File: config.mk
export PLATFORM = sky130hd
export DESIGN_NAME = mem_port_arbiter
export DESIGN_NICKNAME = d
export VERILOG_FILES = /design/src/rtl/arb_pkg.sv /design/src/rtl/arb_beat_counter.sv /design/src/rtl/mem_port_arbiter.sv
export SDC_FILE = /design/constraint.sdc
export NUM_CORES = 1
export LEC_CHECK = 0
export ABC_AREA = 1
export CORE_AREA = 2 2 212 214
export DETAILED_ROUTE_END_ITERATION = 16
export DIE_AREA = 0 0 214 216
export PLACE_DENSITY = 0.55
export SLEW_MARGIN = 20
export SYNTH_ARGS = -nofsm -noshare
export SYNTH_HDL_FRONTEND = slang
export SYNTH_SLANG_ARGS = --single-unit
File: constraint.sdc
create_clock -name CLK -period 7.2 [get_ports CLK]
set_input_delay 1.8 -clock CLK [delete_from_list [all_inputs] [get_ports CLK]]
set_output_delay 1.8 -clock CLK [all_outputs]
set_load 0.01 [all_outputs]
File: src/rtl/arb_pkg.sv
// Shared types and default geometry for the memory-port arbiter.
package arb_pkg;

   localparam int DEF_LINE_BEATS = 4;
   localparam int DEF_BEAT_BYTES = 8;
   localparam int LINE_BYTES     = DEF_LINE_BEATS * DEF_BEAT_BYTES;
   localparam int OFFSET_W       = $clog2(LINE_BYTES);
   localparam int CNT_W          = $clog2(DEF_LINE_BEATS) + 1;

   typedef enum logic [2:0] {
      IDLE,
      IC_XFER,
      DC_RD,
      DC_WR,
      DC_WDONE
   } arb_state_e;

   typedef enum logic {
      OWN_IC,
      OWN_DC
   } owner_e;

endpackage

File: src/rtl/arb_beat_counter.sv
// Issue/return beat counter pair for one requester.
// Cleared while the arbiter is idle; reports the returning beat that completes the target.
module arb_beat_counter
   import arb_pkg::*;
#(
   parameter int CW = CNT_W
) (
   input  logic          clk,
   input  logic          rst,
   input  logic          clr_i,
   input  logic          issue_i,
   input  logic          ret_i,
   input  logic [CW-1:0] target_i,
   output logic [CW-1:0] issue_cnt_o,
   output logic          issue_done_o,
   output logic          last_ret_o
);

   logic [CW-1:0] issue_cnt_q, issue_cnt_d;
   logic [CW-1:0] ret_cnt_q, ret_cnt_d;

   always_comb begin
      // NOTE: every always_comb output gets a default first so no path can infer a latch.
      issue_cnt_d = issue_cnt_q;
      ret_cnt_d   = ret_cnt_q;
      if (clr_i) begin
         issue_cnt_d = '0;
         ret_cnt_d   = '0;
      end else begin
         if (issue_i) issue_cnt_d = issue_cnt_q + CW'(1);
         if (ret_i)   ret_cnt_d   = ret_cnt_q + CW'(1);
      end
   end

   // NOTE: state registers use non-blocking assignments so all flops update together.
   always_ff @(posedge clk or posedge rst) begin
      if (rst) begin
         issue_cnt_q <= '0;
         ret_cnt_q   <= '0;
      end else begin
         issue_cnt_q <= issue_cnt_d;
         ret_cnt_q   <= ret_cnt_d;
      end
   end

   assign issue_cnt_o  = issue_cnt_q;
   assign issue_done_o = (issue_cnt_q == target_i);
   assign last_ret_o   = ret_i && (ret_cnt_q == target_i - CW'(1));

endmodule

File: src/rtl/mem_port_arbiter.sv
// Shares one backing-memory port between IC line refills and DC single-beat accesses.
// Optional response watchdog enabled by defining ARB_TIMEOUT_EN.
module mem_port_arbiter
   import arb_pkg::*;
#(
   parameter int LINE_BEATS     = DEF_LINE_BEATS,
   parameter int BEAT_BYTES     = DEF_BEAT_BYTES,
   parameter int TIMEOUT_CYCLES = 1023
) (
   input  logic        CLK,
   input  logic        RESET,
   input  logic        IC_REQ,
   input  logic [63:0] IC_ADDR,
   output logic        IC_GNT,
   output logic        IC_RVALID,
   output logic [63:0] IC_RDATA,
   output logic        IC_DONE,
   output logic        IC_ERR,
   input  logic        DC_REQ,
   input  logic        DC_WE,
   input  logic [63:0] DC_ADDR,
   input  logic [63:0] DC_WDATA,
   input  logic [7:0]  DC_WSTRB,
   output logic        DC_GNT,
   output logic        DC_RVALID,
   output logic [63:0] DC_RDATA,
   output logic        DC_DONE,
   output logic        DC_ERR,
   output logic        MEM_REQ,
   output logic        MEM_WE,
   output logic [63:0] MEM_ADDR,
   output logic [63:0] MEM_WDATA,
   output logic [7:0]  MEM_WSTRB,
   input  logic        MEM_READY,
   input  logic        MEM_RVALID,
   input  logic [63:0] MEM_RDATA,
   output logic        ARB_BUSY
);

   localparam int            CW        = $clog2(LINE_BEATS) + 1;
   localparam logic [CW-1:0] IC_TARGET = CW'(LINE_BEATS);
   localparam logic [CW-1:0] DC_TARGET = CW'(1);
   localparam logic [63:0]   LINE_MASK = 64'(LINE_BEATS * BEAT_BYTES) - 64'd1;

   arb_state_e  state_q, state_d;
   owner_e      last_winner_q, last_winner_d;
   logic        ic_gnt_q, ic_gnt_d, dc_gnt_q, dc_gnt_d;
   logic [63:0] addr_q, addr_d, wdata_q, wdata_d;
   logic        we_q, we_d;
   logic [7:0]  wstrb_q, wstrb_d;

   logic          mem_req, accept, progress, abort;
   logic          in_ic, in_dc, idle;
   logic          ic_win, dc_win;
   logic [CW-1:0] ic_issue_cnt, dc_issue_cnt;
   logic          ic_issue_done, dc_issue_done, ic_last, dc_last;

   assign idle  = (state_q == IDLE);
   assign in_ic = (state_q == IC_XFER);
   assign in_dc = (state_q == DC_RD) || (state_q == DC_WR) || (state_q == DC_WDONE);

   // On contention the requester that did not win last time gets the port.
   assign ic_win = IC_REQ && (!DC_REQ || last_winner_q == OWN_DC);
   assign dc_win = DC_REQ && (!IC_REQ || last_winner_q == OWN_IC);

   always_comb begin
      unique case (state_q)
         IC_XFER: mem_req = !ic_issue_done;
         DC_RD:   mem_req = !dc_issue_done;
         DC_WR:   mem_req = 1'b1;
         default: mem_req = 1'b0;
      endcase
   end

   assign accept   = mem_req && MEM_READY;
   assign progress = accept || (MEM_RVALID && (in_ic || state_q == DC_RD));

   arb_beat_counter #(.CW(CW)) u_ic_cnt (
      .clk          (CLK),
      .rst          (RESET),
      .clr_i        (idle),
      .issue_i      (in_ic && accept),
      .ret_i        (in_ic && MEM_RVALID),
      .target_i     (IC_TARGET),
      .issue_cnt_o  (ic_issue_cnt),
      .issue_done_o (ic_issue_done),
      .last_ret_o   (ic_last)
   );

   arb_beat_counter #(.CW(CW)) u_dc_cnt (
      .clk          (CLK),
      .rst          (RESET),
      .clr_i        (idle),
      .issue_i      (state_q == DC_RD && accept),
      .ret_i        (state_q == DC_RD && MEM_RVALID),
      .target_i     (DC_TARGET),
      .issue_cnt_o  (dc_issue_cnt),
      .issue_done_o (dc_issue_done),
      .last_ret_o   (dc_last)
   );

`ifdef ARB_TIMEOUT_EN
   localparam int WD_W = $clog2(TIMEOUT_CYCLES + 1);
   logic [WD_W-1:0] wdog_q, wdog_d;

   always_comb begin
      abort  = !idle && !progress && (wdog_q == WD_W'(TIMEOUT_CYCLES - 1));
      wdog_d = (idle || progress || abort) ? '0 : wdog_q + WD_W'(1);
   end

   always_ff @(posedge CLK or posedge RESET) begin
      if (RESET) wdog_q <= '0;
      else       wdog_q <= wdog_d;
   end
`else
   assign abort = 1'b0;
`endif

   always_comb begin
      state_d       = state_q;
      last_winner_d = last_winner_q;
      ic_gnt_d      = 1'b0;
      dc_gnt_d      = 1'b0;
      addr_d        = addr_q;
      we_d          = we_q;
      wdata_d       = wdata_q;
      wstrb_d       = wstrb_q;
      unique case (state_q)
         IDLE: begin
            if (ic_win) begin
               state_d       = IC_XFER;
               ic_gnt_d      = 1'b1;
               last_winner_d = OWN_IC;
               addr_d        = IC_ADDR & ~LINE_MASK;
               we_d          = 1'b0;
               wdata_d       = '0;
               wstrb_d       = '0;
            end else if (dc_win) begin
               state_d       = DC_WE ? DC_WR : DC_RD;
               dc_gnt_d      = 1'b1;
               last_winner_d = OWN_DC;
               addr_d        = DC_ADDR;
               we_d          = DC_WE;
               wdata_d       = DC_WDATA;
               wstrb_d       = DC_WSTRB;
            end
         end
         IC_XFER:  if (ic_last) state_d = IDLE;
         DC_RD:    if (dc_last) state_d = IDLE;
         DC_WR:    if (accept)  state_d = DC_WDONE;
         DC_WDONE: state_d = IDLE;
         default:  state_d = IDLE;
      endcase
      if (abort) state_d = IDLE;
   end

   always_ff @(posedge CLK or posedge RESET) begin
      if (RESET) begin
         state_q       <= IDLE;
         last_winner_q <= OWN_IC;
         ic_gnt_q      <= 1'b0;
         dc_gnt_q      <= 1'b0;
         addr_q        <= '0;
         we_q          <= 1'b0;
         wdata_q       <= '0;
         wstrb_q       <= '0;
      end else begin
         state_q       <= state_d;
         last_winner_q <= last_winner_d;
         ic_gnt_q      <= ic_gnt_d;
         dc_gnt_q      <= dc_gnt_d;
         addr_q        <= addr_d;
         we_q          <= we_d;
         wdata_q       <= wdata_d;
         wstrb_q       <= wstrb_d;
      end
   end

   // Beat fields come only from registers and the issue count, so they hold while stalled.
   assign MEM_REQ   = mem_req;
   assign MEM_WE    = mem_req && we_q;
   assign MEM_ADDR  = mem_req ? addr_q + 64'(in_ic ? ic_issue_cnt : dc_issue_cnt) * 64'(BEAT_BYTES) : '0;
   assign MEM_WDATA = mem_req ? wdata_q : '0;
   assign MEM_WSTRB = mem_req ? wstrb_q : '0;

   assign IC_GNT    = ic_gnt_q;
   assign IC_RVALID = in_ic && MEM_RVALID;
   assign IC_RDATA  = IC_RVALID ? MEM_RDATA : '0;
   assign IC_DONE   = ic_last || (abort && in_ic);
   assign IC_ERR    = abort && in_ic;

   assign DC_GNT    = dc_gnt_q;
   assign DC_RVALID = (state_q == DC_RD) && MEM_RVALID;
   assign DC_RDATA  = DC_RVALID ? MEM_RDATA : '0;
   assign DC_DONE   = dc_last || (state_q == DC_WDONE) || (abort && in_dc);
   assign DC_ERR    = abort && in_dc;

   assign ARB_BUSY  = !idle;

   a_ic_req_held: assert property (@(posedge CLK) disable iff (RESET) in_ic |-> IC_REQ);
   a_dc_req_held: assert property (@(posedge CLK) disable iff (RESET) in_dc |-> DC_REQ);

endmodule

=== Word level (Yosys, flattened, before mapping) ===
Cells that the tools add are included.

* Output and inout bits: 275
* Register bits after elaboration: 155
* Logic and storage cells: 93
* Input port bits: 271

* Add/subtract/negate cells: 5
* Equality and inequality tests: 11
* Muxes and demuxes: 37
* Bitwise operators: 1
* Reductions and logical operators: 27

{| class="wikitable"
|+ Operators with widths
! operator !! number
|-
| 64-bit two-way mux || 8
|-
| 64-bit by 6-bit adder with 64-bit output || 1
|-
| 3-bit two-way mux || 14
|-
| 8-bit two-way mux || 3
|-
| 3-bit by 1-bit adder with 3-bit output (second input constant) || 4
|-
| 3-bit case mux with 4 select lines || 1
|-
| 1-bit logical AND || 10
|-
| 1-bit two-way mux || 10
|-
| 2-bit nonzero test || 5
|-
| 3-bit by 2-bit equality test with 1-bit output (second input constant) || 3
|-
| 3-bit by 1-bit equality test with 1-bit output (second input constant) || 2
|-
| 3-bit equality test (second input constant) || 2
|-
| 3-bit zero test || 2
|-
| 2-bit inequality test (second input constant) || 3
|-
| 1-bit zero test || 5
|-
| 4-bit AND reduction || 1
|-
| 1-bit logical OR || 3
|-
| 3-bit by 1-bit inequality test with 1-bit output (second input constant) || 1
|-
| 1-bit case mux with 3 select lines || 1
|-
| 2-bit AND reduction || 1
|-
| 1-bit NOT || 1
|}

=== Depth between registers and ports, before layout ===
Gate-level depths: netlist of the first run.

* Depth after elaboration: 7
* Gate-level depth with buffers: 18
* Mapped depth without buffers: 18

=== Hierarchy ===
Synthesis of the first run repeated with hierarchy kept, for this count alone.

* Cells, all modules: 1670
* Area, all modules: 10535.1 um^2

{| class="wikitable"
|+ Modules (own cells, without submodules)
! module !! instances !! cells an instance !! sequential area each (um^2) !! area an instance (um^2)
|-
| mem_port_arbiter || 1 || 1558 || 3578.4 || 9731.8
|-
| arb_beat_counter || 2 || 56 || 150.1 || 401.6
|}

=== Worst setup path before layout of the first run ===
OpenSTA, ideal clock, no wires.

* Path kind: input to output
* Start: in MEM_RVALID
* End: out IC_RDATA[33]
* Data required time: 5.400 ns
* Path buffers: 2
* Path slack: 2.763 ns
* Cell stages on the path: 6
* Arrival: 2.637 ns
* Path through: inv_1 nor2_2 inv_1 buf_2 buf_2 nor2_1

* Longest elaborated chain between the ends: 2

{| class="wikitable"
|+ RTL lines
! what !! RTL line !! RTL
|-
| start: declaration || mem_port_arbiter.sv:35 || <nowiki>input logic MEM_RVALID,</nowiki>
|-
| 1-bit logical AND || mem_port_arbiter.sv:187 || <nowiki>assign IC_RVALID = in_ic && MEM_RVALID;</nowiki>
|-
| named net IC_RVALID || mem_port_arbiter.sv:15 || <nowiki>output logic IC_RVALID,</nowiki>
|-
| 64-bit two-way mux || mem_port_arbiter.sv:188 || <nowiki>assign IC_RDATA = IC_RVALID ? MEM_RDATA : '0;</nowiki>
|-
| end: declaration || mem_port_arbiter.sv:16 || <nowiki>output logic [63:0] IC_RDATA,</nowiki>
|}

The timed path passes the listed nets, and every way through them passes these cells.

=== Worst setup path after layout of the first run ===
* Start: reg state_q[1]
* End: out MEM_ADDR[19]

* Longest elaborated chain between the ends: 4
* Elaborated cells on any way between the ends: 7
* Classes of those cells: add/sub: 1; eq/ne: 3; mux: 3

{| class="wikitable"
|+ RTL lines
! what !! RTL line !! RTL
|-
| start: declaration || mem_port_arbiter.sv:45 || <nowiki>arb_state_e state_q, state_d;</nowiki>
|-
| start signal: assignment || mem_port_arbiter.sv:168 || <nowiki>state_q <= state_d;</nowiki>
|-
| 3-bit by 1-bit equality test with 1-bit output || mem_port_arbiter.sv:59, mem_port_arbiter.sv:67 ||
|-
| 3-bit two-way mux || mem_port_arbiter.sv:182 || <nowiki>assign MEM_ADDR = mem_req ? addr_q + 64'(in_ic ? ic_issue_cnt : dc_issue_cnt) * 64'(BEAT_BYTES) : '0;</nowiki>
|-
| 64-bit by 6-bit adder with 64-bit output || mem_port_arbiter.sv:182 ||
|-
| 64-bit two-way mux (*) || mem_port_arbiter.sv:182 ||
|-
| end: declaration || mem_port_arbiter.sv:31 || <nowiki>output logic [63:0] MEM_ADDR,</nowiki>
|}

Mark *: on every way between the ends. The rest lies on a longest branch, timed or not.

==> results of run 1 <==
-- power breakdown --
group | switching (mW) | leakage (nW) | total, mW | internal [mW]
combinational | 1.97 | 5.04 | 3.44 | 1.46
clock | 0.426 | 0.291 | 0.936 | 0.511
sequential | 0.394 | 1.92 | 1.63 | 1.23
total | 2.79 | 7.25 | 6.00 | 3.21
-- metal layers --
metal  vias up  global-route usage (%)
met1      5430                    23.1
met3        51                    5.99
met2       418                    34.6
met4         0                    5.76
met5         -                       0
li1       5903                       -
-- through the flow --
step | power, mW | utilization, % | instance area [um2] | std cells | worst slack, ns
5_1_grt | 6.49 | 38.0 | 16700 | 2707 | 0.756
2_1_floorplan | 3.37 | - | 10200 | 1611 | 1.22
6_report | 6.00 | 38.0 | 16700 | 2707 | 0.961
3_3_place_gp | 5.10 | 36.7 | 16100 | 2675 | 1.48
4_1_cts | 6.10 | 38.0 | 16700 | 2707 | 0.934
3_5_place_dp | 5.12 | 36.7 | 16100 | 2675 | 1.46
-- worst max-delay path: stages, from the launching register on --
cell and delay, ns:
dfrtp_1 0.47, nor3_4 0.31, inv_1 0.16, o21ai_0 0.22, ha_1 0.28, inv_1 0.10, fa_1 0.46, o21ai_1 0.28
nand2_1 0.26, nor2_1 0.38, nor2_1 0.07, a211oi_1 0.36, clkdlybuf4s50_1 0.63
-- cell usage after synthesis (2+ instances only) --
master	n	share of area (%)
inv_2	5	0.18
nand3_1	43	2.1
ha_1	12	1.5
xnor2_1	7	0.60
o21ai_1	38	1.9
nor3_1	6	0.29
nor2_4	2	0.22
o21a_1	3	0.22
a21oi_1	12	0.59
buf_2	23	1.1
o21ai_0	59	2.9
o21bai_1	6	0.44
a22o_1	2	0.17
nor3_2	3	0.29
xor2_1	23	2.0
clkbuf_1	40	1.5
nand4_1	12	0.73
dfrtp_1	155	38
or2_2	2	0.12
buf_4	2	0.15
nor2_1	442	16
nand2_1	412	15
buf_6	8	0.88
inv_1	217	8.0
a31oi_1	59	3.6
and2_1	4	0.24
nor2_2	4	0.24
-- worst paths after layout --
check / depth (start not counted) / start / end
setup / recovery: 12 / state_q[1] / MEM_ADDR[19]
hold / removal: 2 / last_winner_q / last_winner_q
setup reg to reg: 8 / state_q[0] / addr_q[54]
hold reg to reg: 2 / last_winner_q / last_winner_q
max in group asynchronous: 3 / RESET / addr_q[55]
min in group asynchronous: 2 / RESET / wdata_q[21]
-- registers in the layout, indices dropped and copies added, names as in the netlist --
register              cells
DC_GNT                    1
wstrb_q                   8
u_ic_cnt.issue_cnt_o      3
IC_GNT                    1
wdata_q                  64
last_winner_q             1
u_dc_cnt.ret_cnt_q        3
state_q                   3
u_dc_cnt.issue_cnt_o      3
u_ic_cnt.ret_cnt_q        3
we_q                      1
addr_q                   64
-- cell families (layout without fill, tap and decap cells) --
family,Yosys count,in the layout
flip-flops,155,155
buffers and inverters,295,799
other,1,2
adder cells (fa/ha/maj),13,13
AND/OR/NAND/NOR,933,933
XOR/XNOR,30,30
AO/OA/AOI/OAI,183,183
-- final cells by class --
class,instances,area (um2)
timing repair buffer,545,5450
multi-input combinational,1161,5150
clock inverter,13,145
sequential,155,3880
inverter,222,850
fill,4671,27200
clock buffer,19,453
tap,592,741
-- cell usage in the layout (no fill, tap or decap), drive strengths merged --
| cell | count |
|---|---|
| clkdlybuf4s50 | 538 |
| nor2 | 448 |
| nand2 | 412 |
| inv | 230 |
| dfrtp | 155 |
| o21ai | 97 |
| a31oi | 59 |
| nand3 | 44 |
| xor2 | 23 |
| clkbuf | 19 |
| nand4 | 12 |
| a21oi | 12 |
| ha | 12 |
| nor3 | 10 |
| xnor2 | 7 |
| buf | 7 |
| o21bai | 6 |
| and2 | 4 |
| o21a | 3 |
| a22o | 2 |
| or2 | 2 |
| conb | 2 |
| clkinvlp | 2 |
| clkinv | 2 |
| o22ai | 1 |
| nand3b | 1 |
| a211oi | 1 |
| o32ai | 1 |
| o31ai | 1 |
| fa | 1 |
| bufinv | 1 |
==> impl_results.md, run 1 <==
* Status: finished, final reports clean
* TritonCTS clock tree: done
* CTS clock-pin slew for the worst setup and hold paths at roughly 0.07 ns
* Largest family of logic cells by synthesized area: simple AND/OR/NAND/NOR gates
* Detail Route Antenna Nets at 0
* CTS root buf: clkbuf_16
* Diode count at 0
* Worst reg2reg setup slack at 4.62 ns
* # clock sinks at approximately 160
* Largest net degree at the start of global routing at roughly 120
* Synth Area in XOR/XNOR at about 2.6%
* Synth Area in Simple Gates at 35.9%
* Die area at about 46000 um2
* Vias per inst at 4.36
* Worst Path Max Fanout at 6
* Post-synthesis sequential area ratio at a little under two fifths
* Hold-fix buffers, CTS at 0
* TNS Setup at 0 ns
* WP data arrival at approximately 4.4 ns
* Metal3 WL at 3280 um
* GRT Total Usage at 19.7%
* Die Wd at approximately 210 um
* Mux contribution to synthesized area at 0%
* Crit end category: primary output
* Clk Latency, worst-skew pair at about 0.45 ns
* Post-synthesis instance total at 1610
* Post-synth cell types at 36
* Post-synth top flop: dfrtp_1
* Placer Congestion at about 0.90
* FP Rows at 77
* Area Overhead vs Synth at 63.1%
* I/O pin count at 546
* Final worst-path cycle share at just under 90%
* Max clock buf depth at 2
* Setup CP Type: flip-flop to primary output
* Max rail drop VDD at around 180 uV
* DP HPWL at approximately 36000 um
* Cell area power density at 360 nW/um2
* Avg Inst Size Synth at 6.35 um2
* Synth Register Bits at roughly 160
* Slew margin rel. at around 37%
* Cell Area, Synth at approximately 10000 um2
* Startpoint types: flip-flop
* First-pass GRT wire length at between 60000 and 70000 um
* Area fraction in compound gates after synthesis at between 10% and 20%
* DRC Markers at 0
* Num CTS Buffers at 17
* Adder-cell share of the synthesized area at under 10%
* Initial Util at between 20% and 30%
* DRT Pass-1 Iters at 5
* Vias at approximately 12000
* Post-Route WL at 46300 um
* Max Clk Rate at between 150 and 200 MHz
* Core Box Area at approximately 44000 um2
* Initial antenna violation count at 1
* CP required at between 5 and 6 ns
* Met2 routed WL at 23000 um
* Hold Slack at just under 0.5 ns
* Number of max-cap violations at 0
* Min-Delay Path Class: flip-flop to flip-flop
* CTS resizes at 0
* Grt total ovfl at 0
* Top Layer Used: met4
* Final setup vio count at 0
* Post-synth EDFFs at 0
* Layout cells sized above 1 at under 10%
* Mean routed wirelength per cell at 17.1 um
* Worst Tran Pin Value at between 0.9 and 1 ns
* Endpoints failing hold at 0
* Chip Height at approximately 220 um
* Pleak at 7.25 nW
* Htree depth at 4
* Skew final at between 0.01 and 0.015 ns
* Vias in the first global route at around 12000
* RSZ-0062 raised after global routing: no
* Final net count at 2386
* Setup bufs post-CTS at 0
* Detailed router's first-iteration violation count at ~710
* Slew Viols, Final at 0
* Met1 wire length at 18900 um
* PortBufs at 538
* Yosys warns at 0
* Ys async rst share at 100%
* Fin crit period at 6.24 ns
No activity file was read; power rests on OpenSTA's default activity.
==> inputs of run 2 (changes only) <==
- CTS_CLUSTER_DIAMETER: unset -> 50
==> results of run 2 <==
Same layout as run 1: the final DEF is identical, and so are final timing and power.
